`src/rtl/uart_dev_pkg.sv`:
```
// Shared constants for the memory-mapped UART transmitter:
// register indices, STATUS/CTRL bit positions and FSM state codes.
package uart_dev_pkg;

  localparam logic [1:0] REG_DATA   = 2'd0;
  localparam logic [1:0] REG_STATUS = 2'd1;
  localparam logic [1:0] REG_CTRL   = 2'd2;
  localparam logic [1:0] REG_DIV    = 2'd3;

  localparam int ST_CNT_LSB = 0;
  localparam int ST_EMPTY   = 4;
  localparam int ST_FULL    = 5;
  localparam int ST_BUSY    = 6;
  localparam int ST_DONE    = 7;
  localparam int ST_OVF     = 8;

  localparam int CTRL_IE  = 0;
  localparam int CTRL_EN  = 1;
  localparam int CTRL_ODD = 2;

  localparam logic [2:0] S_IDLE   = 3'd0;
  localparam logic [2:0] S_START  = 3'd1;
  localparam logic [2:0] S_DATA   = 3'd2;
  localparam logic [2:0] S_PARITY = 3'd3;
  localparam logic [2:0] S_STOP   = 3'd4;

endpackage

```
`src/rtl/tx_fifo.sv`:
```
// Synchronous FIFO for the UART TX queue; push while full is accepted
// only when a pop happens the same cycle. Ports: i_push/i_pop/i_din in, o_dout/o_full/o_empty/o_count out.
module tx_fifo #(
  parameter int DEPTH = 8,
  parameter int W     = 8,
  localparam int AW   = $clog2(DEPTH)
) (
  input  logic          clk,
  input  logic          rst_n,
  input  logic          i_push,
  input  logic          i_pop,
  input  logic [W-1:0]  i_din,
  output logic [W-1:0]  o_dout,
  output logic          o_full,
  output logic          o_empty,
  output logic [AW:0]   o_count
);

  localparam logic [AW-1:0] PTR_ONE  = 1;
  localparam logic [AW:0]   CNT_ONE  = 1;
  localparam logic [AW:0]   CNT_FULL = (AW+1)'(DEPTH);

  logic [W-1:0]  r_mem [DEPTH];
  logic [AW-1:0] r_wp;
  logic [AW-1:0] r_rp;
  logic [AW:0]   r_cnt;
  logic          w_wr;
  logic          w_rd;

  assign o_full  = (r_cnt == CNT_FULL);
  assign o_empty = (r_cnt == '0);
  assign o_count = r_cnt;
  assign o_dout  = r_mem[r_rp];

  assign w_wr = i_push && (!o_full || i_pop);
  assign w_rd = i_pop && !o_empty;

  always_ff @(posedge clk) begin
    if (w_wr) r_mem[r_wp] <= i_din;
  end

  always_ff @(posedge clk or negedge rst_n) begin
    if (!rst_n) begin
      r_wp  <= '0;
      r_rp  <= '0;
      r_cnt <= '0;
    end else begin
      if (w_wr) r_wp <= r_wp + PTR_ONE;
      if (w_rd) r_rp <= r_rp + PTR_ONE;
      case ({w_wr, w_rd})
        2'b10:   r_cnt <= r_cnt + CNT_ONE;
        2'b01:   r_cnt <= r_cnt - CNT_ONE;
        default: r_cnt <= r_cnt;
      endcase
    end
  end

endmodule

```
`src/rtl/uart_tx_device.sv`:
```
// Memory-mapped 8N1 UART transmitter with TX FIFO and drain IRQ.
// Ports: clk, rst (async active-low), we/ADDr_in/Data_in/Data_out bridge
// access, IRQ level to CP0, txd serial out. Define UART_TX_PARITY_EN for
// an extra parity bit (even, or odd when CTRL[2] is set).
module uart_tx_device
  import uart_dev_pkg::*;
#(
  parameter int FIFO_DEPTH  = 8,
  parameter int DIV_W       = 16,
  parameter int DEFAULT_DIV = 434
) (
  input  logic        clk,
  input  logic        rst,
  input  logic        we,
  input  logic [1:0]  ADDr_in,
  input  logic [31:0] Data_in,
  output logic [31:0] Data_out,
  output logic        IRQ,
  output logic        txd
);

  localparam int AW = $clog2(FIFO_DEPTH);
  localparam logic [DIV_W-1:0] DIV_ONE = 1;

  logic             r_ie;
  logic             r_en;
  logic [DIV_W-1:0] r_div;
  logic             r_done;
  logic             r_ovf;
  logic             r_irq;
  logic [2:0]       r_state;
  logic [DIV_W-1:0] r_cnt;
  logic [2:0]       r_idx;
  logic [7:0]       r_shift;
  logic             r_txd;

  logic             w_push;
  logic             w_pop;
  logic             w_full;
  logic             w_empty;
  logic [AW:0]      w_count;
  logic [7:0]       w_dout;
  logic             w_tick;
  logic             w_more;
  logic             w_busy;
  logic             w_clr;
  logic             w_ie_nxt;
  logic             w_done_nxt;
  logic             w_ovf_nxt;
  logic [DIV_W-1:0] w_divm1;
  logic             w_odd;
  logic             w_unused;

  assign w_unused = ^Data_in;

  tx_fifo #(.DEPTH(FIFO_DEPTH), .W(8)) u_fifo (
    .clk     (clk),
    .rst_n   (rst),
    .i_push  (w_push),
    .i_pop   (w_pop),
    .i_din   (Data_in[7:0]),
    .o_dout  (w_dout),
    .o_full  (w_full),
    .o_empty (w_empty),
    .o_count (w_count)
  );

  assign w_push  = we && (ADDr_in == REG_DATA);
  assign w_clr   = we && (ADDr_in == REG_STATUS);
  assign w_tick  = (r_cnt == '0);
  assign w_more  = r_en && !w_empty;
  assign w_busy  = (r_state != S_IDLE);
  // Divisor 0 is treated as 1: every state lasts at least one clock.
  assign w_divm1 = (r_div == '0) ? '0 : r_div - DIV_ONE;

  assign w_pop = w_more &&
    ((r_state == S_IDLE) || ((r_state == S_STOP) && w_tick));

  // Set beats clear when both land on the same edge.
  assign w_ie_nxt   = (we && ADDr_in == REG_CTRL) ? Data_in[CTRL_IE] : r_ie;
  assign w_done_nxt = ((r_state == S_STOP) && w_tick && w_empty)
                    | (r_done & ~w_clr);
  assign w_ovf_nxt  = (w_push && w_full && !w_pop) | (r_ovf & ~w_clr);

`ifdef UART_TX_PARITY_EN
  logic r_odd;
  always_ff @(posedge clk or negedge rst) begin
    if (!rst) r_odd <= 1'b0;
    else if (we && ADDr_in == REG_CTRL) r_odd <= Data_in[CTRL_ODD];
  end
  assign w_odd = r_odd;
`else
  assign w_odd = 1'b0;
`endif

  always_ff @(posedge clk or negedge rst) begin
    if (!rst) begin
      r_ie   <= 1'b0;
      r_en   <= 1'b0;
      r_div  <= DIV_W'(DEFAULT_DIV);
      r_done <= 1'b0;
      r_ovf  <= 1'b0;
      r_irq  <= 1'b0;
    end else begin
      if (we && ADDr_in == REG_CTRL) begin
        r_ie <= Data_in[CTRL_IE];
        r_en <= Data_in[CTRL_EN];
      end
      if (we && ADDr_in == REG_DIV) r_div <= Data_in[DIV_W-1:0];
      r_done <= w_done_nxt;
      r_ovf  <= w_ovf_nxt;
      r_irq  <= w_ie_nxt & w_done_nxt;
    end
  end

  // The bit counter reloads from r_div only at bit boundaries, so a DIV
  // write never stretches or shortens the bit already on the line.
  always_ff @(posedge clk or negedge rst) begin
    if (!rst) begin
      r_state <= S_IDLE;
      r_cnt   <= '0;
      r_idx   <= '0;
      r_shift <= '0;
      r_txd   <= 1'b1;
    end else begin
      case (r_state)
        S_IDLE: begin
          if (w_more) begin
            r_state <= S_START;
            r_shift <= w_dout;
            r_txd   <= 1'b0;
            r_cnt   <= w_divm1;
          end
        end
        S_START: begin
          if (w_tick) begin
            r_state <= S_DATA;
            r_idx   <= '0;
            r_txd   <= r_shift[0];
            r_cnt   <= w_divm1;
          end else begin
            r_cnt <= r_cnt - DIV_ONE;
          end
        end
        S_DATA: begin
          if (w_tick) begin
            r_cnt <= w_divm1;
            if (r_idx == 3'd7) begin
`ifdef UART_TX_PARITY_EN
              r_state <= S_PARITY;
              r_txd   <= (^r_shift) ^ w_odd;
`else
              r_state <= S_STOP;
              r_txd   <= 1'b1;
`endif
            end else begin
              r_idx <= r_idx + 3'd1;
              r_txd <= r_shift[r_idx + 3'd1];
            end
          end else begin
            r_cnt <= r_cnt - DIV_ONE;
          end
        end
`ifdef UART_TX_PARITY_EN
        S_PARITY: begin
          if (w_tick) begin
            r_state <= S_STOP;
            r_txd   <= 1'b1;
            r_cnt   <= w_divm1;
          end else begin
            r_cnt <= r_cnt - DIV_ONE;
          end
        end
`endif
        S_STOP: begin
          if (w_tick) begin
            if (w_more) begin
              r_state <= S_START;
              r_shift <= w_dout;
              r_txd   <= 1'b0;
              r_cnt   <= w_divm1;
            end else begin
              r_state <= S_IDLE;
            end
          end else begin
            r_cnt <= r_cnt - DIV_ONE;
          end
        end
        default: begin
          r_state <= S_IDLE;
          r_txd   <= 1'b1;
        end
      endcase
    end
  end

  assign txd = r_txd;
  assign IRQ = r_irq;

  always_comb begin
    Data_out = '0;
    unique case (ADDr_in)
      REG_DATA: Data_out = '0;
      REG_STATUS: begin
        Data_out[ST_CNT_LSB +: 4] = 4'(w_count);
        Data_out[ST_EMPTY]        = w_empty;
        Data_out[ST_FULL]         = w_full;
        Data_out[ST_BUSY]         = w_busy;
        Data_out[ST_DONE]         = r_done;
        Data_out[ST_OVF]          = r_ovf;
      end
      REG_CTRL: begin
        Data_out[CTRL_IE]  = r_ie;
        Data_out[CTRL_EN]  = r_en;
        Data_out[CTRL_ODD] = w_odd;
      end
      REG_DIV: Data_out = 32'(r_div);
      default: Data_out = '0;
    endcase
  end

endmodule
```
`config.mk`:
```
export PLATFORM = sky130hd
export DESIGN_NAME = uart_tx_device
export DESIGN_NICKNAME = d
export VERILOG_FILES = /design/src/rtl/uart_dev_pkg.sv /design/src/rtl/tx_fifo.sv /design/src/rtl/uart_tx_device.sv
export SDC_FILE = /design/constraint.sdc
export NUM_CORES = 1
export LEC_CHECK = 0
export ABC_AREA = 0
export CAP_MARGIN = 20
export CORE_UTILIZATION = 45
export DETAILED_ROUTE_END_ITERATION = 7
export PLACE_DENSITY = 0.62
export SYNTH_ARGS = -nofsm -noshare
export SYNTH_HDL_FRONTEND = slang
export SYNTH_SLANG_ARGS = --single-unit
```
`constraint.sdc`:
```
create_clock -name clk -period 7.55 [get_ports clk]
set_input_delay 1.51 -clock clk [delete_from_list [all_inputs] [get_ports clk]]
set_output_delay 1.51 -clock clk [all_outputs]
set_load 0.1 [all_outputs]
```
### Word level (Yosys, flattened, before mapping)

Memory sizes are Yosys's and may differ from the RTL's.
Cells that the tools add are included.

| cells by class | value |
|---|---|
| shifts and indexed selects | 0 |
| reduce and logical (&&, ||, !) cells | 32 |
| div/mod/pow operators | 0 |
| order comparisons | 1 |
| add/subtract/negate cells | 7 |
| equality and inequality tests | 16 |
| multipliers | 0 |
| bitwise operators | 6 |
| mux-type cells | 34 |

Operators by type and width:

| kind | count |
|---|---|
| $mux W16 | 4 |
| $pmux W16 S3 | 1 |
| $logic_not A16 Y1 | 2 |
| $sub A16 B1 Y16 const B | 2 |
| $mux W3 | 8 |
| $pmux W3 S4 | 2 |
| $mux W8 | 2 |
| $pmux W8 S2 | 1 |
| $logic_and A1 B1 Y1 | 12 |
| $ne A2 B2 Y1 const B | 6 |
| $pmux W6 S2 | 1 |
| $mux W1 | 10 |
| $add A3 B1 Y3 const B | 3 |
| $pmux W4 S2 | 1 |
| $mux W7 | 1 |
| $eq A2 B2 Y1 const B | 3 |
| $eq A3 B3 Y1 const B | 2 |
| $pmux W3 S2 | 1 |
| $reduce_bool A2 Y1 | 3 |
| $reduce_bool A3 Y1 | 2 |
| $reduce_and A5 Y1 | 1 |
| $add A4 B1 Y4 const B | 1 |
| $eq A2 B1 Y1 const B | 2 |
| $eq A4 B4 Y1 const B | 1 |
| 18 further kinds | 24 |

| storage, ports and cells | value |
|---|---|
| memory bits (writable) | 64 |
| memory bits (read-only) | 0 |
| register bits after elaboration | 62 |
| output and inout bits | 34 |
| memories kept | 1 |
| latch bits | 0 |
| word-level logic and storage cells | 111 |
| input port bits | 37 |

Memory list:

| memory | words | bits a word | read ports | clocked after Yosys merged registers in | write ports | RTL line | text |
|---|---|---|---|---|---|---|---|
| u_fifo.r_mem | 8 | 8 | 1 | 0 | 1 | tx_fifo.sv:23 | `logic [W-1:0] r_mem [DEPTH];` |

### Logic depth before layout (Yosys ltp)

Gate-level depths: netlist of run 1.

| logic depth | value |
|---|---|
| word-level depth | 8 |
| mapped depth | 14 |
| mapped depth without buffers | 13 |

### Cells and area by module

Synthesis of run 1 repeated with hierarchy kept, for this count alone.

| unflattened totals | value |
|---|---|
| cell total of the unflattened synthesis | 525 |
| area, all modules | 6637.6 um2 |

Modules (own cells, without submodules):

| module | cells each | times used | seq. area each (um2) | area an instance (um2) |
|---|---|---|---|---|
| uart_tx_device | 365 | 1 | 1308.8 | 3557.2 |
| tx_fifo | 160 | 1 | 2172.1 | 3080.5 |

### Worst setup path after synthesis of run 1

Ideal clock, no wire load.

| timing path | value |
|---|---|
| kind | input -> output |
| start point | input ADDr_in[0] |
| end point | output Data_out[2] |
| data required time | 6.040 ns |
| setup slack | 2.695 ns |
| path buffers | 2 |
| stages on the path | 3 |
| arrival time | 3.345 ns |
| path through | clkbuf_1 > clkbuf_1 > nor2b_1 |

| between the ends | value |
|---|---|
| longest elaborated chain between the ends | 2 |
| elaborated cells between the ends (all ways) | 5 |
| those cells by class | 3 x eq/ne; 1 x mux; 1 x reduce/logical |

RTL lines:

| item | RTL line | text |
|---|---|---|
| from (decl) | uart_tx_device.sv:15 | `input logic [1:0] ADDr_in,` |
| $eq A2 B2 Y1, or another cell as far along | uart_tx_device.sv:202 | `unique case (ADDr_in)` |
| $pmux W3 S4 (*) | uart_tx_device.sv:202 |  |
| to (decl) | uart_tx_device.sv:17 | `output logic [31:0] Data_out,` |

Every way passes the cells marked *; elsewhere a longest branch is shown, timed or not.

### Worst setup path in the final report of run 1

| timing path | value |
|---|---|
| start point | input ADDr_in[1] |
| end point | output Data_out[1] |

Same word-level chain as after synthesis.

==> metrics.txt, run 1 <==
run status finished, final reports clean; # diodes 0; IO Pins 71; Worst Tran Pin Value ~1.0 ns; clock buffers created by TritonCTS 17; Util after Layout a little over half; Final Critical Period between 5 and 6 ns; Synth async-reset ratio 49.2%; antenna-violating nets left 0; Hold WS around 0.48 ns; xor/xnor cell area share of the yosys netlist approximately 2.7%; pwr dens between 300 and 400 nW/um^2; Clock Latency Late Sink ~0.42 ns; num rows 43; cell count after synthesis between 500 and 600; CTS tree done; CTS Sinks 126; largest net degree at the start of global routing between 60 and 70; initial core utilization roughly 47%; Post-CTS Setup Bufs 0; Simple-Gate Fraction of Synth Area 12.9%; Synth Area in Compound Gates about an eighth; post-CTS sizing 0; DRC Markers 0; H-tree depth 4; Max-slew headroom 32.3%; vias in the first global route ~4400; NetSw ~0.00097 W; CTS root buffer clkbuf_16; layout net count 617; post-DR wirelength/cell about 20 um; Max Freq ~180 MHz; Die Height 123 um; IO buf count 38; Core ar. ~14000 um^2; syn_area_per_cell 12.3 um^2; dpl cell area 7040 um^2; Sw Ratio 36.2%; sequential share of power 39.6%; mux contribution to synthesized area between 10 and 15%; total number of vias around 4600; Mapped Area approximately 6600 um^2; Yosys cell types 79; DR pass1 iterations 5; 1st-iter DRT viols around 370; Hold-fix buffers, CTS 0; Die X 123 um; first-pass GRT wire length 24400 um; initial antenna violation count 0; clock-pin slew on the worst setup and hold paths approximately 0.060 ns; largest family of logic cells by synthesized area multiplexers; Final period util 75.3%; setup tns final 0 ns; Fillers ~1200; clock skew 0.0114 ns; Synth top area share 29.2%; vias per cell slightly above 6; register area share after synthesis a little over half; hold crit path type reg -> reg; Int Pwr ~0.0017 W; RSZ-0062 raised after global routing false; WP data arrival 4.17 ns; Area contributors post-synth edfxtp_1 (29%), dfrtp_1 (21%), mux4_2 (6.2%); critical path endpoint category output port; die area approximately 15000 um^2; Fin. Hold Viols 0; area grow syn2layout 16.0%; grt ovf 0; crit path max fanout 21; routability cong. 0.879; YS warnings 0; WP data required 6.04 ns; Synth Register Bits about 130; Most used DFF post-synth edfxtp_1; pins over their slew limit 0; Synth Area in Adders about 1.9%; DP Wirelength 10400 um; WL final 15000 um; CTS Buffer Depth 2; Max Cap Viol 0; clock share of power between 30% and 40%; Setup-failing EPs final 0; WS Path Type in -> out; share of cells above drive strength 1 between 10% and 20%; Tot GR Track Use between 20% and 30%; Lkg Pwr 2.81 nW; startpoint types input pin; Comb pwr share between 30% and 40%; final instance area about 7600 um^2; Post-synth EDFFs 64; Worst VDD drop about 0.00017 V; biggest area consumer among synthesized cells edfxtp_1
-- synth_stat cells (12+ instances only) --
| library cell | count |
|---|---|
| inv_1 | 12 |
| mux4_2 | 18 |
| dfrtp_1 | 56 |
| mux2_2 | 24 |
| nor3_1 | 20 |
| nand2_1 | 36 |
| edfxtp_1 | 64 |
| o21ai_0 | 27 |
| buf_4 | 17 |
| xnor2_1 | 13 |
| mux2i_1 | 16 |
| nor2_1 | 27 |
| clkbuf_1 | 17 |
-- layout make-up --
| class | instances | area [um^2] | area share [%] |
|---|---|---|---|
| inverters | 12 | 45.0 | 0.590 |
| clock inverters | 14 | 164 | 2.15 |
| clock buffers | 17 | 425 | 5.57 |
| repair buffers | 44 | 438 | 5.74 |
| multi-input cells | 369 | 2850 | 37.4 |
| well taps | 180 | 225 | 2.95 |
| flip-flops and latches | 126 | 3480 | 45.6 |
-- metal layers --
metal  up-vias  share of wire (%)  wire, um  GRT usage (%)
li1       2106                  -         -              -
met1      2343                 46      6990           30.7
met2       138                 47      7120           33.8
met3        21                4.8       724           4.20
met4         0                1.4       204           8.54
met5         -                  0         0              0
-- layout by cell type (no fill, tap or decap), drive strengths merged, types with 9 or more instances in the layout --
master,synthesis,layout
mux2i,16,16
nor2,28,28
dfrtp,56,56
o21ai,29,29
nand3,9,9
xnor2,13,13
inv,12,15
nor3,20,20
clkdlybuf4s50,0,37
nand2,38,38
nor4,10,10
edfxtp,64,64
mux2,25,25
a21oi,11,11
mux4,18,18
ha,10,10
clkbuf,17,18
and3,10,10
conb,1,16
-- path summary, 6_finish.rpt --
path / end / startpoint / slack (ns) / depth (start not counted)
min in group asynchronous: r_cnt[7] / rst / 1.26 / 2
worst max register to register: u_fifo.o_count[2] / r_cnt[0] / 3.51 / 13
worst max-delay path: Data_out[1] / ADDr_in[1] / 1.87 / 4
worst min-delay path: r_shift[7] / r_shift[7] / 0.48 / 2
max in group asynchronous: r_state[1] / rst / 5.74 / 2
worst min register to register: r_shift[7] / r_shift[7] / 0.48 / 2
-- power groups by stage --
stage	Combinational (W)	Clock, W	Sequential, W
4_1_cts	0.000803	0.000825	0.00106
3_5_place_dp	0.000799	0	0.00107
3_3_place_gp	0.000755	0	0.00108
5_1_grt	0.000873	0.000850	0.00108
2_1_floorplan	0.000678	0	0.000981
6_report	0.000803	0.000810	0.00106
-- cells by family after synthesis --
family,Yosys count
AO/OA/AOI/OAI,108
XOR/XNOR,20
adder cells (fa/ha/maj),10
buffers and inverters,56
flip-flops,126
multiplexers,59
other,1
AND/OR/NAND/NOR,156
-- per-stage QoR --
stage	worst slack (ns)	cells	power, W
floorplan	2.70	551	0.00166
global placement	1.92	729	0.00183
detailed placement	1.91	730	0.00187
CTS	1.88	761	0.00268
global route	1.73	762	0.00281
finish	1.87	762	0.00267
-- registers in the layout, summed over array words and instances, names as in the netlist, 4 cells and up --
| name | cells |
|---|---|
| u_fifo.o_count | 4 |
| r_shift | 8 |
| r_cnt | 16 |
| u_fifo.r_mem | 64 |
| r_div | 16 |
-- critical path, cell delays in order --
cell and delay [ns]:
clkdlybuf4s50_1 0.97, nor2b_1 0.34, a22o_1 0.21, clkdlybuf4s50_1 1.14
Note: power is estimated with default switching activity, not from simulation.
==> inputs of run 2 (changes only) <==
- clock period: 7.55 -> 6 ns (I/O delays scaled with it)
==> run 2 against run 1 <==
Net effect:
- clock skew is 0.0026 ns lower
- combinational power is 26% higher
- worst setup slack worse by 0.63 ns
- non-clock buffer count shrank 1
- largest power group unchanged
==> metrics.txt, run 2 (same netlist as run 1, synthesis figures left out) <==
Die X 123 um (unchanged); Setup WS post-layout 1.23 ns (was 1.87 ns); initial core utilization 46.7% (unchanged); vias per cell 5.94 (was 6.05); 1st-iter DRT viols 414 (was 367); DR WL met3 866 um (was 724 um); R2R cell count 13 (unchanged); Lkg Pwr 2.82 nW (was 2.81 nW); Max Freq between 200 and 250 MHz; hold-critical path depth 2 (unchanged); clock buffers created by TritonCTS 17 (unchanged); first-pass GRT wire length 24300 um (was 24400 um); Regs by FF count u_fifo.r_mem x64, r_cnt x16, r_div x16 (unchanged); NetSw 0.00126 W (was 0.000967 W); num rows 43 (unchanged); run status finished, final reports clean (unchanged); Hold-fix buffers, CTS 0 (unchanged); startpoint types input pin (unchanged); Final Critical Period approximately 4.8 ns; post-CTS sizing 0 (unchanged); area grow syn2layout 15.3% (was 16.0%); Clock Latency Late Sink 0.42 ns (about the same); Max Cap Viol 0 (unchanged); pins over their slew limit 0 (unchanged); CTS Sinks 126 (unchanged); metal2 WL 7180 um (was 7120 um); routability cong. 0.873 (was 0.879); Int Pwr 0.00207 W (was 0.00170 W); initial antenna violation count 0 (unchanged); worst slack, placed 1.26 ns (was 1.91 ns); clock skew 0.00885 ns (was 0.0114 ns); setup tns final 0 ns (unchanged); post-DR wirelength/cell 19.8 um (was 19.7 um); Die Height 123 um (unchanged); critical path endpoint category output port (unchanged); crit path max fanout 21 (unchanged); IO buf count 38 (unchanged); Max-slew headroom 31.9% (was 32.3%); Final period util 79.4%; Setup-failing EPs final 0 (unchanged); hold crit path type reg -> reg (unchanged); clock share of power 29.9% (was 30.3%); WP data required 4.80 ns (was 6.04 ns); IO Pins 71 (unchanged); H-tree depth 4 (unchanged); sequential share of power 39.8% (was 39.6%); WP data arrival 3.57 ns (was 4.17 ns); Worst VDD drop 0.000258 V (was 0.000175 V); DR pass1 iterations 5 (unchanged); Sw Ratio 37.9% (was 36.2%); RSZ-0062 raised after global routing false (unchanged); Tot GR Track Use 22.0% (about the same); worst hold path endpoint r_shift[6] (was r_shift[7]); largest net degree at the start of global routing 63 (unchanged); DRC Markers 0 (unchanged); antenna-violating nets left 0 (unchanged); die area 15100 um^2 (unchanged); share of cells above drive strength 1 19.4% (was 17.7%); most frequent cells in the layout edfxtp_1 (64), dfrtp_1 (56), nand2_1 (36), clkdlybuf4s50_1 (28) (was edfxtp_1 (64), dfrtp_1 (56), clkdlybuf4s50_1 (37), nand2_1 (36)); WS Path Type in -> out (unchanged); commonest non-fill, non-tap cell in the layout edfxtp_1 (unchanged); Comb pwr share 30.3% (was 30.1%); met1 wire length 6890 um (was 6990 um); Hold Path Origin r_shift[6] (was r_shift[7]); total number of vias 4529 (was 4608); max reg flops 64 (unchanged); r2r setup slk 1.92 ns (was 3.51 ns); WL final 15100 um (was 15000 um); top sig layer met4 (unchanged); Hold WS 0.478 ns (was 0.475 ns); clock-pin slew on the worst setup and hold paths 0.06 ns (about the same); # diodes 0 (unchanged); reg2reg start r_cnt[0] (unchanged); Post-CTS Setup Bufs 0 (unchanged); Biggest register u_fifo.r_mem (unchanged); Worst Tran Pin Value 1.01 ns (about the same); pwr dens 439 nW/um^2 (was 350 nW/um^2); CTS tree done (unchanged); Core ar. 14100 um^2 (unchanged); grt ovf 0 (unchanged); Fin. Hold Viols 0 (unchanged); FF-to-FF End u_fifo.o_count[2] (unchanged); CTS root buffer clkbuf_16 (unchanged); CTS Buffer Depth 2 (unchanged); layout net count 616 (was 617); DP Wirelength 10500 um (was 10400 um); vias in the first global route 4341 (was 4397)
[run 2: cell count changes in the layout (fill, tap and decap cells not counted), moves of 2 or more]
cell / delta
buf_4: +9
bufinv_16: -2
clkdlybuf4s50_1: -9
clkinv_4: -6
inv_6: +3
inv_8: +4
[run 2: power groups by stage]
stage,sequential (W),combinational (W),clock (W)
6_report,0.00133,0.00101,0.000996
5_1_grt,0.00136,0.00110,0.00106
4_1_cts,0.00133,0.00101,0.00101
3_5_place_dp,0.00134,0.00101,0
3_3_place_gp,0.00136,0.000946,0
2_1_floorplan,0.00123,0.000853,0
[run 2: layout make-up]
cell class	instances	area (um^2)
Tap cell	180	225
Clock inverter	15	148
Inverter	12	45.0
Multi-Input combinational cell	369	2850
Clock buffer	17	425
Fill cell	1232	6510
Timing Repair Buffer	43	410
Sequential cell	126	3480
[run 2: metal layers]
layer,vias to the layer above,track usage [%]
met3,11,5.07
li1,2112,-
met5,-,0
met2,136,33.2
met4,0,7.32
met1,2270,31.4
[run 2: how the worst max path moves through the flow]
stage / start / to / slack, ns / depth (start not counted)
floorplan: ADDr_in[0] / Data_out[2] / 1.77 / 3
global placement: ADDr_in[1] / Data_out[12] / 1.28 / 3
detailed placement: ADDr_in[1] / Data_out[9] / 1.26 / 3
CTS: ADDr_in[1] / Data_out[9] / 1.26 / 3
global route: ADDr_in[1] / Data_out[9] / 1.14 / 3
finish: ADDr_in[1] / Data_out[9] / 1.23 / 3
[run 2: metrics by stage]
stage               total power (W)  utilization (%)  cell area, um^2  cells
finish                      0.00333             53.8             7590    762
detailed placement          0.00235             49.8             7010    730
floorplan                   0.00209                -             6640    551
global placement            0.00230             49.6             6990    729
global route                0.00352             53.8             7590    762
CTS                         0.00335             53.8             7590    762
[run 2: critical path, cell delays in order]
cell	delay, ns
clkdlybuf4s50_1	0.97
and3_1	0.26
clkdlybuf4s50_1	1.13
